<file path="src/rtl/coef_load_pkg.sv">
// Shared constants and FSM encoding for the FIR coefficient-RAM load master.
// Bus geometry: four banks of sixteen entries, bank selected by addr[5:4].
package coef_load_pkg;

    localparam int ADDR_W     = 6;
    localparam int BANK_DEPTH = 16;
    localparam int NUM_BANKS  = 4;
    localparam int MAX_COEF   = BANK_DEPTH * NUM_BANKS;

    typedef logic [ADDR_W-1:0] addr_t;

    typedef enum logic [2:0] {
        ST_IDLE      = 3'd0,
        ST_GUARD_IN  = 3'd1,
        ST_FETCH     = 3'd2,
        ST_WRITE     = 3'd3,
        ST_RD        = 3'd4,
        ST_CHK       = 3'd5,
        ST_GUARD_OUT = 3'd6,
        ST_DONE      = 3'd7
    } state_t;

endpackage

</file>
<file path="src/rtl/coef_sum_acc.sv">
// Modular (2^W) running sum with synchronous clear; clear takes priority over add.
module coef_sum_acc #(
    parameter int W = 16
) (
    input  logic         i_clk,
    input  logic         i_rst_n,
    input  logic         i_clr,
    input  logic         i_en,
    input  logic [W-1:0] i_data,
    output logic [W-1:0] o_sum
);

    logic [W-1:0] r_sum;

    // NOTE: sequential state is assigned with <= so every flop samples pre-edge values.
    always_ff @(posedge i_clk or negedge i_rst_n) begin
        if (!i_rst_n) begin
            r_sum <= '0;
        end else if (i_clr) begin
            r_sum <= '0;
        end else if (i_en) begin
            r_sum <= r_sum + i_data;
        end
    end

    assign o_sum = r_sum;

endmodule

</file>
<file path="src/rtl/coef_load_master.sv">
// Coefficient-RAM load master: streams NUM_COEF coefficients onto the FIR RAM bus
// inside an update-flag window. Optional readback checksum: define COEF_READBACK_EN.
module coef_load_master
    import coef_load_pkg::*;
#(
    parameter int NUM_COEF  = 64,
    parameter int COEF_W    = 16,
    parameter int GUARD_CYC = 2
) (
    input  logic              iClk_12M,
    input  logic              iRsn,
    input  logic              iStart,
    input  logic              iCoefValid,
    input  logic [COEF_W-1:0] iCoefData,
    output logic              oCoefReady,
    output logic [ADDR_W-1:0] oAddr,
    output logic              oCsn,
    output logic              oWrn,
    output logic [COEF_W-1:0] oWrDt,
    input  logic [COEF_W-1:0] iRdDt,
    output logic              oUpdateFlag,
    output logic              oBusy,
    output logic              oDone,
    output logic              oErr
);

    localparam int                GCNT_W     = (GUARD_CYC > 1) ? $clog2(GUARD_CYC) : 1;
    localparam logic [GCNT_W-1:0] LAST_GUARD = GCNT_W'(GUARD_CYC - 1);
    localparam addr_t             LAST_ADDR  = addr_t'(NUM_COEF - 1);

    state_t            r_state;
    addr_t             r_cnt;
    logic [GCNT_W-1:0] r_guard;
    logic              r_csn;
    logic              r_wrn;
    addr_t             r_addr;
    logic [COEF_W-1:0] r_wrdt;
    logic              r_flag;
    logic              r_ready;
    logic              r_busy;
    logic              r_done;

    state_t            w_state_nxt;
    addr_t             w_cnt_nxt;
    logic [GCNT_W-1:0] w_guard_nxt;
    logic              w_csn_nxt;
    logic              w_wrn_nxt;
    addr_t             w_addr_nxt;
    logic [COEF_W-1:0] w_wrdt_nxt;
    logic              w_flag_nxt;
    logic              w_ready_nxt;
    logic              w_busy_nxt;
    logic              w_done_nxt;
    logic              w_acc_clr;
    logic              w_xfer;
    logic [COEF_W-1:0] w_wr_sum;

    // Ready is only ever high in FETCH, so a transfer implies FETCH.
    assign w_xfer = iCoefValid & r_ready;

    coef_sum_acc #(.W(COEF_W)) u_wr_sum (
        .i_clk   (iClk_12M),
        .i_rst_n (iRsn),
        .i_clr   (w_acc_clr),
        .i_en    (w_xfer),
        .i_data  (iCoefData),
        .o_sum   (w_wr_sum)
    );

`ifdef COEF_READBACK_EN
    logic              r_err;
    logic              r_rd_vld;
    logic              w_err_nxt;
    logic              w_rd_en;
    logic [COEF_W-1:0] w_rd_sum;
    logic [COEF_W-1:0] w_rd_total;

    // Read data trails the read strobe by one cycle; the last word arrives during CHK
    // and is folded in combinationally so CHK decides in a single cycle.
    assign w_rd_en    = r_rd_vld & (r_state == ST_RD);
    assign w_rd_total = w_rd_sum + iRdDt;

    coef_sum_acc #(.W(COEF_W)) u_rd_sum (
        .i_clk   (iClk_12M),
        .i_rst_n (iRsn),
        .i_clr   (w_acc_clr),
        .i_en    (w_rd_en),
        .i_data  (iRdDt),
        .o_sum   (w_rd_sum)
    );

    always_ff @(posedge iClk_12M or negedge iRsn) begin
        if (!iRsn) begin
            r_err    <= 1'b0;
            r_rd_vld <= 1'b0;
        end else begin
            r_err    <= w_err_nxt;
            r_rd_vld <= (r_state == ST_RD);
        end
    end

    assign oErr = r_err;
`else
    logic w_unused;
    assign w_unused = ^{w_wr_sum, iRdDt};
    assign oErr     = 1'b0;
`endif

    always_ff @(posedge iClk_12M or negedge iRsn) begin
        if (!iRsn) begin
            r_state <= ST_IDLE;
            r_cnt   <= '0;
            r_guard <= '0;
            r_csn   <= 1'b1;
            r_wrn   <= 1'b1;
            r_addr  <= '0;
            r_wrdt  <= '0;
            r_flag  <= 1'b0;
            r_ready <= 1'b0;
            r_busy  <= 1'b0;
            r_done  <= 1'b0;
        end else begin
            r_state <= w_state_nxt;
            r_cnt   <= w_cnt_nxt;
            r_guard <= w_guard_nxt;
            r_csn   <= w_csn_nxt;
            r_wrn   <= w_wrn_nxt;
            r_addr  <= w_addr_nxt;
            r_wrdt  <= w_wrdt_nxt;
            r_flag  <= w_flag_nxt;
            r_ready <= w_ready_nxt;
            r_busy  <= w_busy_nxt;
            r_done  <= w_done_nxt;
        end
    end

    always_comb begin
        // NOTE: every next-state value gets a default first, so no path infers a latch.
        w_state_nxt = r_state;
        w_cnt_nxt   = r_cnt;
        w_guard_nxt = r_guard;
        w_csn_nxt   = 1'b1;
        w_wrn_nxt   = 1'b1;
        w_addr_nxt  = r_addr;
        w_wrdt_nxt  = r_wrdt;
        w_flag_nxt  = r_flag;
        w_ready_nxt = 1'b0;
        w_busy_nxt  = r_busy;
        w_done_nxt  = 1'b0;
        w_acc_clr   = 1'b0;
`ifdef COEF_READBACK_EN
        w_err_nxt   = r_err;
`endif

        case (r_state)
            ST_IDLE: begin
                if (iStart) begin
                    w_state_nxt = ST_GUARD_IN;
                    w_flag_nxt  = 1'b1;
                    w_busy_nxt  = 1'b1;
                    w_cnt_nxt   = '0;
                    w_guard_nxt = '0;
                    w_acc_clr   = 1'b1;
`ifdef COEF_READBACK_EN
                    w_err_nxt   = 1'b0;
`endif
                end
            end

            ST_GUARD_IN: begin
                if (r_guard == LAST_GUARD) begin
                    w_state_nxt = ST_FETCH;
                    w_ready_nxt = 1'b1;
                end else begin
                    w_guard_nxt = r_guard + GCNT_W'(1);
                end
            end

            ST_FETCH: begin
                if (w_xfer) begin
                    w_state_nxt = ST_WRITE;
                    w_addr_nxt  = r_cnt;
                    w_wrdt_nxt  = iCoefData;
                    w_csn_nxt   = 1'b0;
                    w_wrn_nxt   = 1'b0;
                end else begin
                    w_ready_nxt = 1'b1;
                end
            end

            ST_WRITE: begin
                if (r_cnt == LAST_ADDR) begin
`ifdef COEF_READBACK_EN
                    w_state_nxt = ST_RD;
                    w_cnt_nxt   = '0;
                    w_addr_nxt  = '0;
                    w_csn_nxt   = 1'b0;
`else
                    w_state_nxt = ST_GUARD_OUT;
                    w_guard_nxt = '0;
`endif
                end else begin
                    w_state_nxt = ST_FETCH;
                    w_cnt_nxt   = r_cnt + addr_t'(1);
                    w_ready_nxt = 1'b1;
                end
            end

`ifdef COEF_READBACK_EN
            ST_RD: begin
                if (r_cnt == LAST_ADDR) begin
                    w_state_nxt = ST_CHK;
                end else begin
                    w_cnt_nxt   = r_cnt + addr_t'(1);
                    w_addr_nxt  = r_cnt + addr_t'(1);
                    w_csn_nxt   = 1'b0;
                end
            end

            ST_CHK: begin
                w_err_nxt   = (w_rd_total != w_wr_sum);
                w_state_nxt = ST_GUARD_OUT;
                w_guard_nxt = '0;
            end
`endif

            ST_GUARD_OUT: begin
                if (r_guard == LAST_GUARD) begin
                    w_state_nxt = ST_DONE;
                    w_flag_nxt  = 1'b0;
                    w_done_nxt  = 1'b1;
                end else begin
                    w_guard_nxt = r_guard + GCNT_W'(1);
                end
            end

            ST_DONE: begin
                w_state_nxt = ST_IDLE;
                w_busy_nxt  = 1'b0;
            end

            default: begin
                w_state_nxt = ST_IDLE;
            end
        endcase
    end

    assign oCoefReady  = r_ready;
    assign oAddr       = r_addr;
    assign oCsn        = r_csn;
    assign oWrn        = r_wrn;
    assign oWrDt       = r_wrdt;
    assign oUpdateFlag = r_flag;
    assign oBusy       = r_busy;
    assign oDone       = r_done;

endmodule

</file>
<file path="config.mk">
export PLATFORM = sky130hd
export DESIGN_NAME = coef_load_master
export DESIGN_NICKNAME = d
export VERILOG_FILES = /design/src/rtl/coef_load_pkg.sv /design/src/rtl/coef_sum_acc.sv /design/src/rtl/coef_load_master.sv
export SDC_FILE = /design/constraint.sdc
export NUM_CORES = 1
export LEC_CHECK = 0
export CAP_MARGIN = 5
export CORE_AREA = 2 2 64 66
export DETAILED_ROUTE_END_ITERATION = 12
export DIE_AREA = 0 0 66 68
export MAX_ROUTING_LAYER = met4
export PLACE_DENSITY = 0.83
export SLEW_MARGIN = 20
export SYNTH_ARGS = -nofsm -noshare
export SYNTH_HDL_FRONTEND = slang
export SYNTH_SLANG_ARGS = --single-unit
</file>
<file path="constraint.sdc">
create_clock -name iClk_12M -period 3.85 [get_ports iClk_12M]
set_input_delay 0.5775 -clock iClk_12M [delete_from_list [all_inputs] [get_ports iClk_12M]]
set_output_delay 0.5775 -clock iClk_12M [all_outputs]
set_load 0.02 [all_outputs]
</file>
# Yosys cells after proc, flatten, opt, wreduce, memory -nomap -nowiden
# Index checks and enable logic that the tools add are counted.
# totals
register_bits	37
in_bits	36
word_cells	60
# classes
add_sub_neg	2
n_eq_ne	12
mux	23
bitwise_logic	1
n_reduce_logical	12
# ops
operator	count
2-to-1 mux 3 bit	5
one-hot mux 3 bit (5 select lines)	1
2-to-1 mux 6 bit	2
one-hot mux 6 bit (2 select lines)	1
2-to-1 mux 1 bit	10
inequality test 2 bit (second input constant)	5
AND reduction 3 bit	3
adder 6 x 1 -> 6 bit (second input constant)	1
equality test 3 x 2 -> 1 bit (second input constant)	2
equality test 3 bit (second input constant)	2
equality test 6 bit (second input constant)	1
one-hot mux 1 bit (3 select lines)	2
nonzero test 2 bit	3
one-hot mux 1 bit (2 select lines)	2
AND reduction 2 bit	2
AND reduction 4 bit	1
equality test 3 x 1 -> 1 bit (second input constant)	1
logical NOT 3 bit	1
nonzero test 3 bit	1
inequality test 2 x 1 -> 1 bit (second input constant)	1
OR reduction 2 bit	1
adder 1 bit (second input constant)	1
AND 1 bit	1

# Longest topological paths before layout
# Gate-level depths: netlist of run 1.
# logic_depth
word_depth	4
mapped_depth	5
mapped_depth_nobuf	4

# Worst setup path before layout of run 1
# No wires, ideal clock.
# synth_timing
kind	input -> register
from	input port iCoefValid
to	register r_wrdt[10] (netlist: oWrDt[10])
arrival_time_ps	1446
required_ps	3725
path_slack_ps	2279
cell_stages	4
cell_sequence	nand2_1 -> nor3_4 -> buf_6 -> mux2_2
# synth_via
elab_chain_len	2
# synth_rtl
element	line	source
start: declaration	coef_load_master.sv:13	input logic iCoefValid,
AND 1 bit	coef_load_master.sv:59	assign w_xfer = iCoefValid & r_ready;
AND reduction 2 bit (no source line)	--	
end signal: assignment	coef_load_master.sv:129	r_wrdt <= w_wrdt_nxt;
end: declaration	coef_load_master.sv:37	logic [COEF_W-1:0] r_wrdt;
# No other way between the ends.
# A chain may end at the register's enable or synchronous reset.

# Worst setup path in the final report of run 1
# layout_timing
from	input port iCoefValid
to	register r_wrdt[1] (netlist: oWrDt[1])
# The elaborated chain is that of the path after synthesis.

==> summary.txt, run 1 <==
Outcome
  • Status: complete, no violations

Yosys
  • Yosys cell types: 38
  • Register area share after synthesis: 55.6%
  • Syn Inst Count: roughly 140
  • Synth top area share: 54.0%
  • Top cells by area, synth: dfrtp_1, mux2_2, nand3_1, a21oi_1, o21ai_0
  • Synth Warn #: 0
  • Net count after synthesis: 174
  • Post-synth top area cell: dfrtp_1
  • Yosys reg bits: 37
  • Mapped Avg Cell Area: around 12 µm²
  • Post-Synthesis Cell Area: 1670 µm²

Placed design
  • HPWL after DPL: 2430 µm
  • GP Congestion: slightly below 0.9
  • IO Port Bufs: 47

Job
  • MaxCap Viol Count: 0

Clocking
  • Clock root buffer: clkbuf_8
  • Clk slew on worst S/H paths: ~0.06 ns
  • H-tree lvl count: 2
  • Sink Count: 37
  • Clock buffer depth: 2
  • CTS buffer count: 5
  • Post-cts sizing count: 0
  • Setup Fix Bufs, Post-CTS: 0
  • Clock tree from TritonCTS: built
  • Worst-Skew Late Latency: a little under 0.3 ns
  • Post-CTS Hold Fix Bufs: 0

Pwr
  • Leak Pwr: between 0.9 and 1 nW
  • Sequential Power Share: about two fifths
  • Sw frac: approximately 34%
  • P_int: about 990 µW
  • Power Total: around 1.5 mW
  • Maximum vdd drop: between 0.15 and 0.2 mV
  • Combinational Power Share: 39.7%
  • Pwr dens: approximately 670 nW/µm²
  • Clock Power Share: about a fifth
  • Switching power: 509 µW

Detailed routing
  • DR vias/cell: roughly 5.3
  • Vias post-DR: 1244
  • DR WL/cell: between 10 and 15 µm
  • Drt first pass iters: 4
  • DRT antenna net count: 0
  • Drt drc: 0
  • Initial DRC count: between 60 and 70
  • Drt total wl: around 3500 µm

Floorplanning
  • Die Span X: approximately 66 µm
  • Initial core utilization: a little over two fifths
  • Row count: 23
  • # IOs: 65
  • Die area: between 4000 and 5000 µm²
  • Die Ht: between 60 and 70 µm
  • Area of the core: 3860 µm²

Worst setup path
  • CP peak stage delay: between 0.8 and 0.9 ns
  • Start point of the critical path: iCoefValid
  • Reg-to-Reg Start: r_state[0]
  • Crit end category: flop
  • Crit path launch type: input port
  • Crit-path max FO: 23
  • Reg2Reg Depth: 3
  • Flop2flop setup slack: 1.72 ns
  • CP arrival: between 2 and 2.5 ns
  • Reg-to-Reg End: oWrDt[1]
  • CP endpoint: oWrDt[1]
  • Critical path class: input port to flop
  • Worst Path Required: roughly 4.0 ns
  • CP Cell Sequence: clkdlybuf4s50_1 > nand2_1 > nor3_4 > mux2_2
  • CP max stage cell: nor3_4

Finish
  • Diode count: 0
  • Most frequent cells in the layout: clkdlybuf4s50_1, dfrtp_1, mux2_2, nand2_1, nand3_1
  • Final Net Count: 220
  • Commonest non-fill, non-tap cell in the layout: clkdlybuf4s50_1
  • Area Growth Syn to Fin: 34.9%
  • Share of cells above drive strength 1: between 10% and 20%

GRT
  • Largest net degree at the start of global routing: 38
  • GRT Residual Overflow: 0
  • Global-route wire length before repair: 5540 µm
  • Initial antenna violation count: 0
  • Total Routing Usage GR: 17.2%
  • Vias in the first global route: between 1000 and 1500

STA
  • Number of setup violations in the final report: 0
  • Setup TNS Final: 0 ns
  • Period Utilization, post-route: about 58%
  • Rel. slew slack: roughly 34%
  • Clk_skew: ~0.0053 ns
  • Max Slew Vio Count: 0
  • Hold Fails Final Rpt: 0
  • RSZ-0062 raised after global routing: no
  • Worst-Margin Slew: ~0.99 ns
  • Fmax achieved: between 400 and 500 MHz
  • Tmin final: around 2.2 ns

Hold path
  • Hold crit path type: flop to flop
  • Worst Hold Path Cells: 1
[cells by family after synthesis]
kind of cell / after synthesis / synth area share, %
mux: 22 / 14.9
fa+ha+maj: 1 / 0.750
flops: 37 / 55.6
simple gates: 36 / 13.3
compound gates: 28 / 11.0
other cells: 1 / 0.225
buf+inv: 12 / 4.28
[critical path: cells and delay by family]
kind,cells,cell delay (ns)
buffers and inverters,1,0.46
muxes,1,0.42
and+or+nand+nor,2,0.92
[layer usage]
metal	track usage, %	vias up	share of wire, %
met5	-	-	0
met4	9.95	0	2.8
met3	5.10	10	9.1
met2	27.5	60	48
met1	19.4	590	40
li1	-	584	-
[worst min-delay path by stage]
stage | start | endpoint | slack, ns
6_report | oWrDt[8] | oWrDt[8] | 0.51
4_1_cts | oWrDt[8] | oWrDt[8] | 0.51
2_1_floorplan | iRsn | oAddr[0] | 0.28
3_5_place_dp | oWrDt[8] | oWrDt[8] | 0.49
5_1_grt | oWrDt[2] | oWrDt[2] | 0.53
3_3_place_gp | oWrDt[3] | oWrDt[3] | 0.47
[power groups by stage]
stage,clock network (mW),registers [mW],logic (mW)
after detailed placement,0,0.622,0.599
after global routing,0.319,0.630,0.636
after global placement,0,0.604,0.582
after CTS,0.303,0.614,0.601
after floorplan,0,0.724,0.213
final,0.290,0.615,0.595
[sequential cells by signal, indices dropped and copies added (netlist names)]
register,cells
oWrn,1
oAddr,6
r_state,3
r_guard,1
oDone,1
oBusy,1
oWrDt,16
r_cnt,6
oUpdateFlag,1
oCoefReady,1
[through the flow]
step | instances | setup WS (ns) | utilization (%) | hold WS [ns] | instance area [µm²]
6_report | 234 | 1.63 | 58.3 | 0.506 | 2250
3_3_place_gp | 226 | 1.36 | 55.7 | 0.475 | 2150
4_1_cts | 234 | 1.59 | 58.3 | 0.510 | 2250
5_1_grt | 234 | 1.48 | 58.3 | 0.532 | 2250
2_1_floorplan | 137 | 2.28 | - | 0.282 | 1670
3_5_place_dp | 226 | 1.28 | 55.7 | 0.495 | 2150
[cells in the mapped netlist]
| library cell | instances |
|---|---|
| a211o_1 | 2 |
| a21boi_0 | 1 |
| o211ai_1 | 1 |
| inv_1 | 3 |
| o21ai_0 | 7 |
| conb_1 | 1 |
| nor3b_1 | 1 |
| a41oi_1 | 1 |
| nand3_1 | 8 |
| dfrtp_1 | 36 |
| nand3b_4 | 1 |
| and3_1 | 1 |
| clkbuf_1 | 2 |
| and3b_1 | 1 |
| nor2_1 | 3 |
| a2bb2oi_1 | 1 |
| a21oi_1 | 7 |
| buf_6 | 2 |
| a31o_2 | 2 |
| mux2_1 | 1 |
| a21o_1 | 1 |
| nand4_1 | 3 |
| or4b_4 | 1 |
| nand2_1 | 8 |
| dfstp_2 | 1 |
| mux2_2 | 21 |
| nor3_1 | 2 |
| nor2b_1 | 2 |
| o2bb2ai_1 | 1 |
| ha_1 | 1 |
| buf_4 | 2 |
| o21a_1 | 1 |
| o31ai_1 | 3 |
| nand2b_1 | 2 |
| and2_1 | 1 |
| nor3_4 | 1 |
| buf_2 | 3 |
| nand3b_1 | 1 |
[final cells by class]
class	instances	area [µm²]
clock buffer	7	96.3
clock inverter	1	5.00
fill	306	1610
inverter	3	11.3
multi-input combinational	88	669
sequential	37	927
tap	50	62.6
timing repair buffer	48	478
(Power assumes the default switching activity.)
==> run 2: changes to the inputs <==
- CORE_AREA: 2 2 64 66 -> 2 2 66 68
- DIE_AREA: 0 0 66 68 -> 0 0 68 70
- PLACE_DENSITY: 0.83 -> 0.78
- clock period: 3.85 -> 2.25 ns (I/O delays scaled with it)
==> run 2 against run 1 <==
  * Combinational power rose by 71%
  * Cell count rose by 1.3%
  * Register-to-register slack got worse by 1.1 ns
  * Utilization fell by 3.8 points
  * Power rose by 68%
  * Non-clock buffer count rose by 1
==> summary.txt, run 2 (synthesized netlist as in run 1, its figures left out) <==
Outcome
  • Status: complete, no violations

Pwr
  • Maximum vdd drop: 0.292 mV (+49%)
  • Power Total: 2.53 mW (+68%)
  • Pwr dens: 1120 nW/µm² (+68%)
  • Leak Pwr: 0.933 nW (unchanged)

Worst setup path
  • Critical path class: flop to output port
  • CP endpoint: oCsn
  • Worst path depth: 1 (-3)
  • CP Cell Sequence: clkdlybuf4s50_1
  • Flop2flop setup slack: 0.60 ns (-1.12 ns)
  • Reg-to-Reg Start: r_state[1]
  • Reg2Reg Depth: 4 (+1)
  • CP peak stage delay: 0.60 ns (-0.21 ns)
  • Crit end category: output port
  • CP arrival: 1.41 ns (-0.98 ns)
  • CP Buf/Inv Count: 1 (unchanged)
  • Crit path launch type: flop
  • Start point of the critical path: oWrn
  • Crit-path max FO: 2 (-91%)
  • Delay-heaviest family, CP: buffers and inverters
  • Worst Path Required: 1.91 ns (-2.11 ns)
  • Reg-to-Reg End: oWrDt[13]
  • CP max stage cell: clkdlybuf4s50_1

GRT
  • Vias in the first global route: 1150 (-2.8%)
  • Global-route wire length before repair: 5170 µm (-6.7%)
  • GRT Residual Overflow: 0 (unchanged)
  • Initial antenna violation count: 0 (unchanged)
  • Largest net degree at the start of global routing: 38 (unchanged)
  • Total Routing Usage GR: 14.9% (-2.4 points)

STA
  • Clk_skew: 0.00308 ns (-0.00218 ns)
  • Fmax achieved: 573 MHz
  • RSZ-0062 raised after global routing: no
  • Worst hold slack: 0.464 ns (-0.0417 ns)
  • Period Utilization, post-route: slightly below 80%
  • Final worst setup slack: 0.505 ns (-1.13 ns)
  • Max Slew Vio Count: 0 (unchanged)
  • Setup TNS Final: 0 ns (unchanged)
  • Tmin final: about 1.7 ns
  • Number of setup violations in the final report: 0 (unchanged)
  • Hold Fails Final Rpt: 0 (unchanged)

Clocking
  • Post-CTS Hold Fix Bufs: 0 (unchanged)
  • H-tree lvl count: 2 (unchanged)
  • Clock root buffer: clkbuf_8
  • Clock tree from TritonCTS: built
  • Clk slew on worst S/H paths: 0.07 ns (about the same)
  • Post-cts sizing count: 0 (unchanged)
  • Clock buffer depth: 2 (unchanged)
  • Sink Count: 37 (unchanged)
  • Worst-Skew Late Latency: 0.28 ns (about the same)
  • Setup Fix Bufs, Post-CTS: 0 (unchanged)
  • CTS buffer count: 5 (unchanged)

Detailed routing
  • DR WL/cell: 13.3 µm (-9.8%)
  • Drt drc: 0 (unchanged)
  • Vias post-DR: 1238 (-0.48%)
  • DRT antenna net count: 0 (unchanged)
  • DR vias/cell: 5.22 (-1.7%)
  • Initial DRC count: 90 (+43%)
  • Drt total wl: 3160 µm (-8.6%)
  • Drt first pass iters: 4 (unchanged)

Floorplanning
  • # IOs: 65 (unchanged)
  • Row count: 24 (+4.3%)
  • Die Span X: 68 µm (+3.0%)
  • Die area: 4760 µm² (+6.1%)
  • Area of the core: 4140 µm² (+7.5%)
  • Die Ht: 70 µm (+2.9%)
  • Initial core utilization: 40.2% (-3.0 points)

Finish
  • Share of cells above drive strength 1: 18.9% (-0.65 points)
  • Final Net Count: 221 (+0.45%)
  • Diode count: 0 (unchanged)
  • Max reg flops: 16 (unchanged)
  • Fillers: 354 (+16%)
  • Commonest non-fill, non-tap cell in the layout: clkdlybuf4s50_1
  • Design area: 2260 µm² (+0.50%)
  • Non-Filler Instances: 237 (+1.3%)
  • Final core occ: 54.6% (-3.8 points)
  • Area Growth Syn to Fin: 35.6%
  • Most frequent cells in the layout: clkdlybuf4s50_1, dfrtp_1, mux2_2, nand2_1, nand3_1

Placed design
  • Placement Cell Area: 2170 µm² (+1.0%)
  • Pre-CTS setup slack: 0.419 ns (-0.859 ns)
  • GP Congestion: 0.827 (-6.4%)
  • IO Port Bufs: 47 (unchanged)
  • Placed Cells: 229 (+1.3%)
  • HPWL after DPL: 2250 µm (-7.5%)

Hold path
  • Hold crit path type: input port to async pin

Job
  • MaxCap Viol Count: 0 (unchanged)
-- run 2: cell count changes in the layout (fill, tap and decap cells not counted) --
cell	change
buf_12	+1
clkbuf_1	+2
clkbuf_8	-1
clkinv_2	-1
-- run 2: how the worst min path moves through the flow --
stage                   from         to  cells past startpoint  slack [ns]
floorplan               iRsn   oAddr[0]                      0        0.04
global placement    oWrDt[3]   oWrDt[3]                      1        0.47
detailed placement  oWrDt[3]   oWrDt[3]                      1        0.48
CTS                     iRsn  oWrDt[12]                      2        0.49
global route            iRsn  oWrDt[15]                      2        0.51
finish                  iRsn  oWrDt[15]                      2        0.46
-- run 2: area by class of cell --
| cell class | instances | area, µm² | share of cell area [%] |
|---|---|---|---|
| Timing Repair Buffer | 49 | 498 | 22.0 |
| Tap cell | 52 | 65.1 | 2.88 |
| Inverter | 3 | 11.3 | 0.498 |
| Clock buffer | 8 | 90.1 | 3.98 |
| Sequential cell | 37 | 927 | 41.0 |
| Multi-Input combinational cell | 88 | 669 | 29.6 |
-- run 2: where the power goes --
group	switching, mW	total, mW	internal (mW)
sequential	0.163	1.04	0.881
combinational	0.472	1.02	0.549
clock	0.213	0.462	0.249
-- run 2: per-layer routing --
metal,vias to the layer above,wire (µm),track usage (%)
li1,583,-,-
met1,596,1270,16.9
met2,52,1540,23.3
met3,7,276,4.51
met4,0,72,7.56
met5,-,0,-
==> run 3: changes to the inputs <==
- clock period: 2.25 -> 1.83 ns (I/O delays scaled with it)
==> run 3 against run 2 <==
  * Utilization grew 1.1 points
  * Sequential share of layout area shrank 0.80 points
  * Via count up 1.4%
  * Count of clock-buffer cells in the layout down 2
  * Non-clock buffer count rose by 2
  * Highest routed layer unchanged
==> summary.txt, run 3 (synthesized netlist as in run 1, its figures left out) <==
Worst setup path
  • Delay-heaviest family, CP: buffers and inverters
  • CP Buf/Inv Count: 1 (unchanged)
  • CP arrival: 1.42 ns (about the same)
  • Worst Path Required: 1.56 ns (-0.35 ns)
  • Flop2flop setup slack: 0.32 ns (-0.28 ns)
  • Reg2Reg Depth: 3 (-1)
  • CP Cell Sequence: clkdlybuf4s50_1
  • Critical path class: flop to output port
  • Reg-to-Reg Start: r_state[2]
  • Crit path launch type: flop
  • Crit-path max FO: 2 (unchanged)
  • CP max stage cell: clkdlybuf4s50_1
  • Reg-to-Reg End: r_cnt[4]
  • Crit end category: output port
  • CP peak stage delay: 0.59 ns (about the same)

Hold path
  • Hold crit path type: input port to async pin

Detailed routing
  • DR WL/cell: 13.8 µm (+3.3%)
  • Drt total wl: 3290 µm (+4.1%)
  • Initial DRC count: 92 (+2.2%)
  • Drt first pass iters: 6 (+2)
  • DRT antenna net count: 0 (unchanged)
  • Vias post-DR: 1255 (+1.4%)
  • DR vias/cell: 5.25 (+0.52%)
  • Drt drc: 0 (unchanged)

STA
  • Period Utilization, post-route: between 90% and 100%
  • Max Slew Vio Count: 0 (unchanged)
  • Clk_skew: 0.00898 ns (+0.00590 ns)
  • RSZ-0062 raised after global routing: no
  • Fmax achieved: 591 MHz
  • Tmin final: approximately 1.7 ns
  • Setup TNS Final: 0 ns (unchanged)
  • Hold Fails Final Rpt: 0 (unchanged)
  • Number of setup violations in the final report: 0 (unchanged)

Clocking
  • Clock root buffer: clkbuf_8
  • Clock tree from TritonCTS: built
  • Setup Fix Bufs, Post-CTS: 0 (unchanged)
  • Clock buffer depth: 2 (unchanged)
  • Clk slew on worst S/H paths: 0.08 ns (about the same)
  • Worst-Skew Late Latency: 0.29 ns (about the same)
  • Sink Count: 37 (unchanged)
  • Post-cts sizing count: 0 (unchanged)
  • CTS buffer count: 5 (unchanged)
  • H-tree lvl count: 2 (unchanged)
  • Post-CTS Hold Fix Bufs: 0 (unchanged)

Placed design
  • GP Congestion: 0.831 (+0.57%)
  • HPWL after DPL: 2350 µm (+4.3%)
  • IO Port Bufs: 47 (unchanged)

Floorplanning
  • Die area: 4760 µm² (unchanged)
  • Die Span X: 68 µm (unchanged)
  • Die Ht: 70 µm (unchanged)
  • # IOs: 65 (unchanged)
  • Initial core utilization: 40.2% (unchanged)
  • Row count: 24 (unchanged)
  • Area of the core: 4140 µm² (unchanged)

Finish
  • Final core occ: 55.6% (+1.1 points)
  • Fillers: 371 (+4.8%)
  • Max reg flops: 16 (unchanged)
  • Final Net Count: 223 (+0.90%)
  • Share of cells above drive strength 1: 20.9% (+1.9 points)
  • Commonest non-fill, non-tap cell in the layout: clkdlybuf4s50_1
  • Diode count: 0 (unchanged)
  • Most frequent cells in the layout: clkdlybuf4s50_1, dfrtp_1, mux2_2, nand2_1, nand3_1
  • Area Growth Syn to Fin: 38.3%

Pwr
  • Pwr dens: 1430 nW/µm² (+28%)
  • Leak Pwr: 0.954 nW (+2.3%)
  • Maximum vdd drop: 0.412 mV (+41%)

GRT
  • Initial antenna violation count: 0 (unchanged)
  • Largest net degree at the start of global routing: 38 (unchanged)
  • GRT Residual Overflow: 0 (unchanged)
  • Global-route wire length before repair: 5550 µm (+7.3%)
  • Total Routing Usage GR: 15.9% (+1.1 points)
  • Vias in the first global route: 1245 (+8.3%)

Outcome
  • Status: complete, no violations

Job
  • MaxCap Viol Count: 0 (unchanged)
[run 3: cell count changes in the layout (fill, tap and decap cells not counted), sizes merged]
| cell | delta |
|---|---|
| clkinvlp | +1 |
| clkbuf | -2 |
| buf | +2 |
| bufinv | +1 |
[run 3: power breakdown]
part           switching (mW)  internal (mW)
sequential              0.189           1.08
combinational           0.600          0.681
clock                   0.296          0.443
total                    1.08           2.21
[run 3: worst max path at each step]
stage / from / end / slack [ns] / depth (start not counted)
finish: oWrn / oCsn / 0.14 / 1
global route: oWrn / oWrn / 0.1 / 1
CTS: oWrn / oCsn / 0.12 / 1
detailed placement: iCoefValid / oWrDt[13] / 0.04 / 5
global placement: iCoefValid / oWrDt[15] / 0.08 / 5
floorplan: oCoefReady / oWrDt[10] / 0.35 / 4
[run 3: through the flow]
step	power [mW]	instances	worst slack, ns	hold WS, ns	area, µm²
2_1_floorplan	1.97	137	0.354	-0.0211	1670
3_3_place_gp	2.53	231	0.0754	0.475	2190
3_5_place_dp	2.59	231	0.0448	0.480	2190
4_1_cts	3.33	239	0.125	0.417	2310
5_1_grt	3.47	239	0.0982	0.445	2310
6_report	3.29	239	0.137	0.396	2310
[run 3: layout make-up]
type	count	area (µm²)	share of cell area [%]
Sequential cell	37	927	40.2
Multi-Input combinational cell	88	669	29.0
Timing Repair Buffer	51	513	22.2
Clock buffer	6	82.6	3.58
Tap cell	52	65.1	2.82
Clock inverter	2	37.5	1.63
Inverter	3	11.3	0.488
[run 3: routing by layer]
| metal | vias up | share of wire (%) | global-route usage (%) |
|---|---|---|---|
| met5 | - | 0 | - |
| met4 | 0 | 2.8 | 8.67 |
| met3 | 8 | 8.9 | 5.15 |
| met2 | 50 | 49 | 25.9 |
| met1 | 607 | 39 | 16.6 |
| li1 | 590 | - | - |
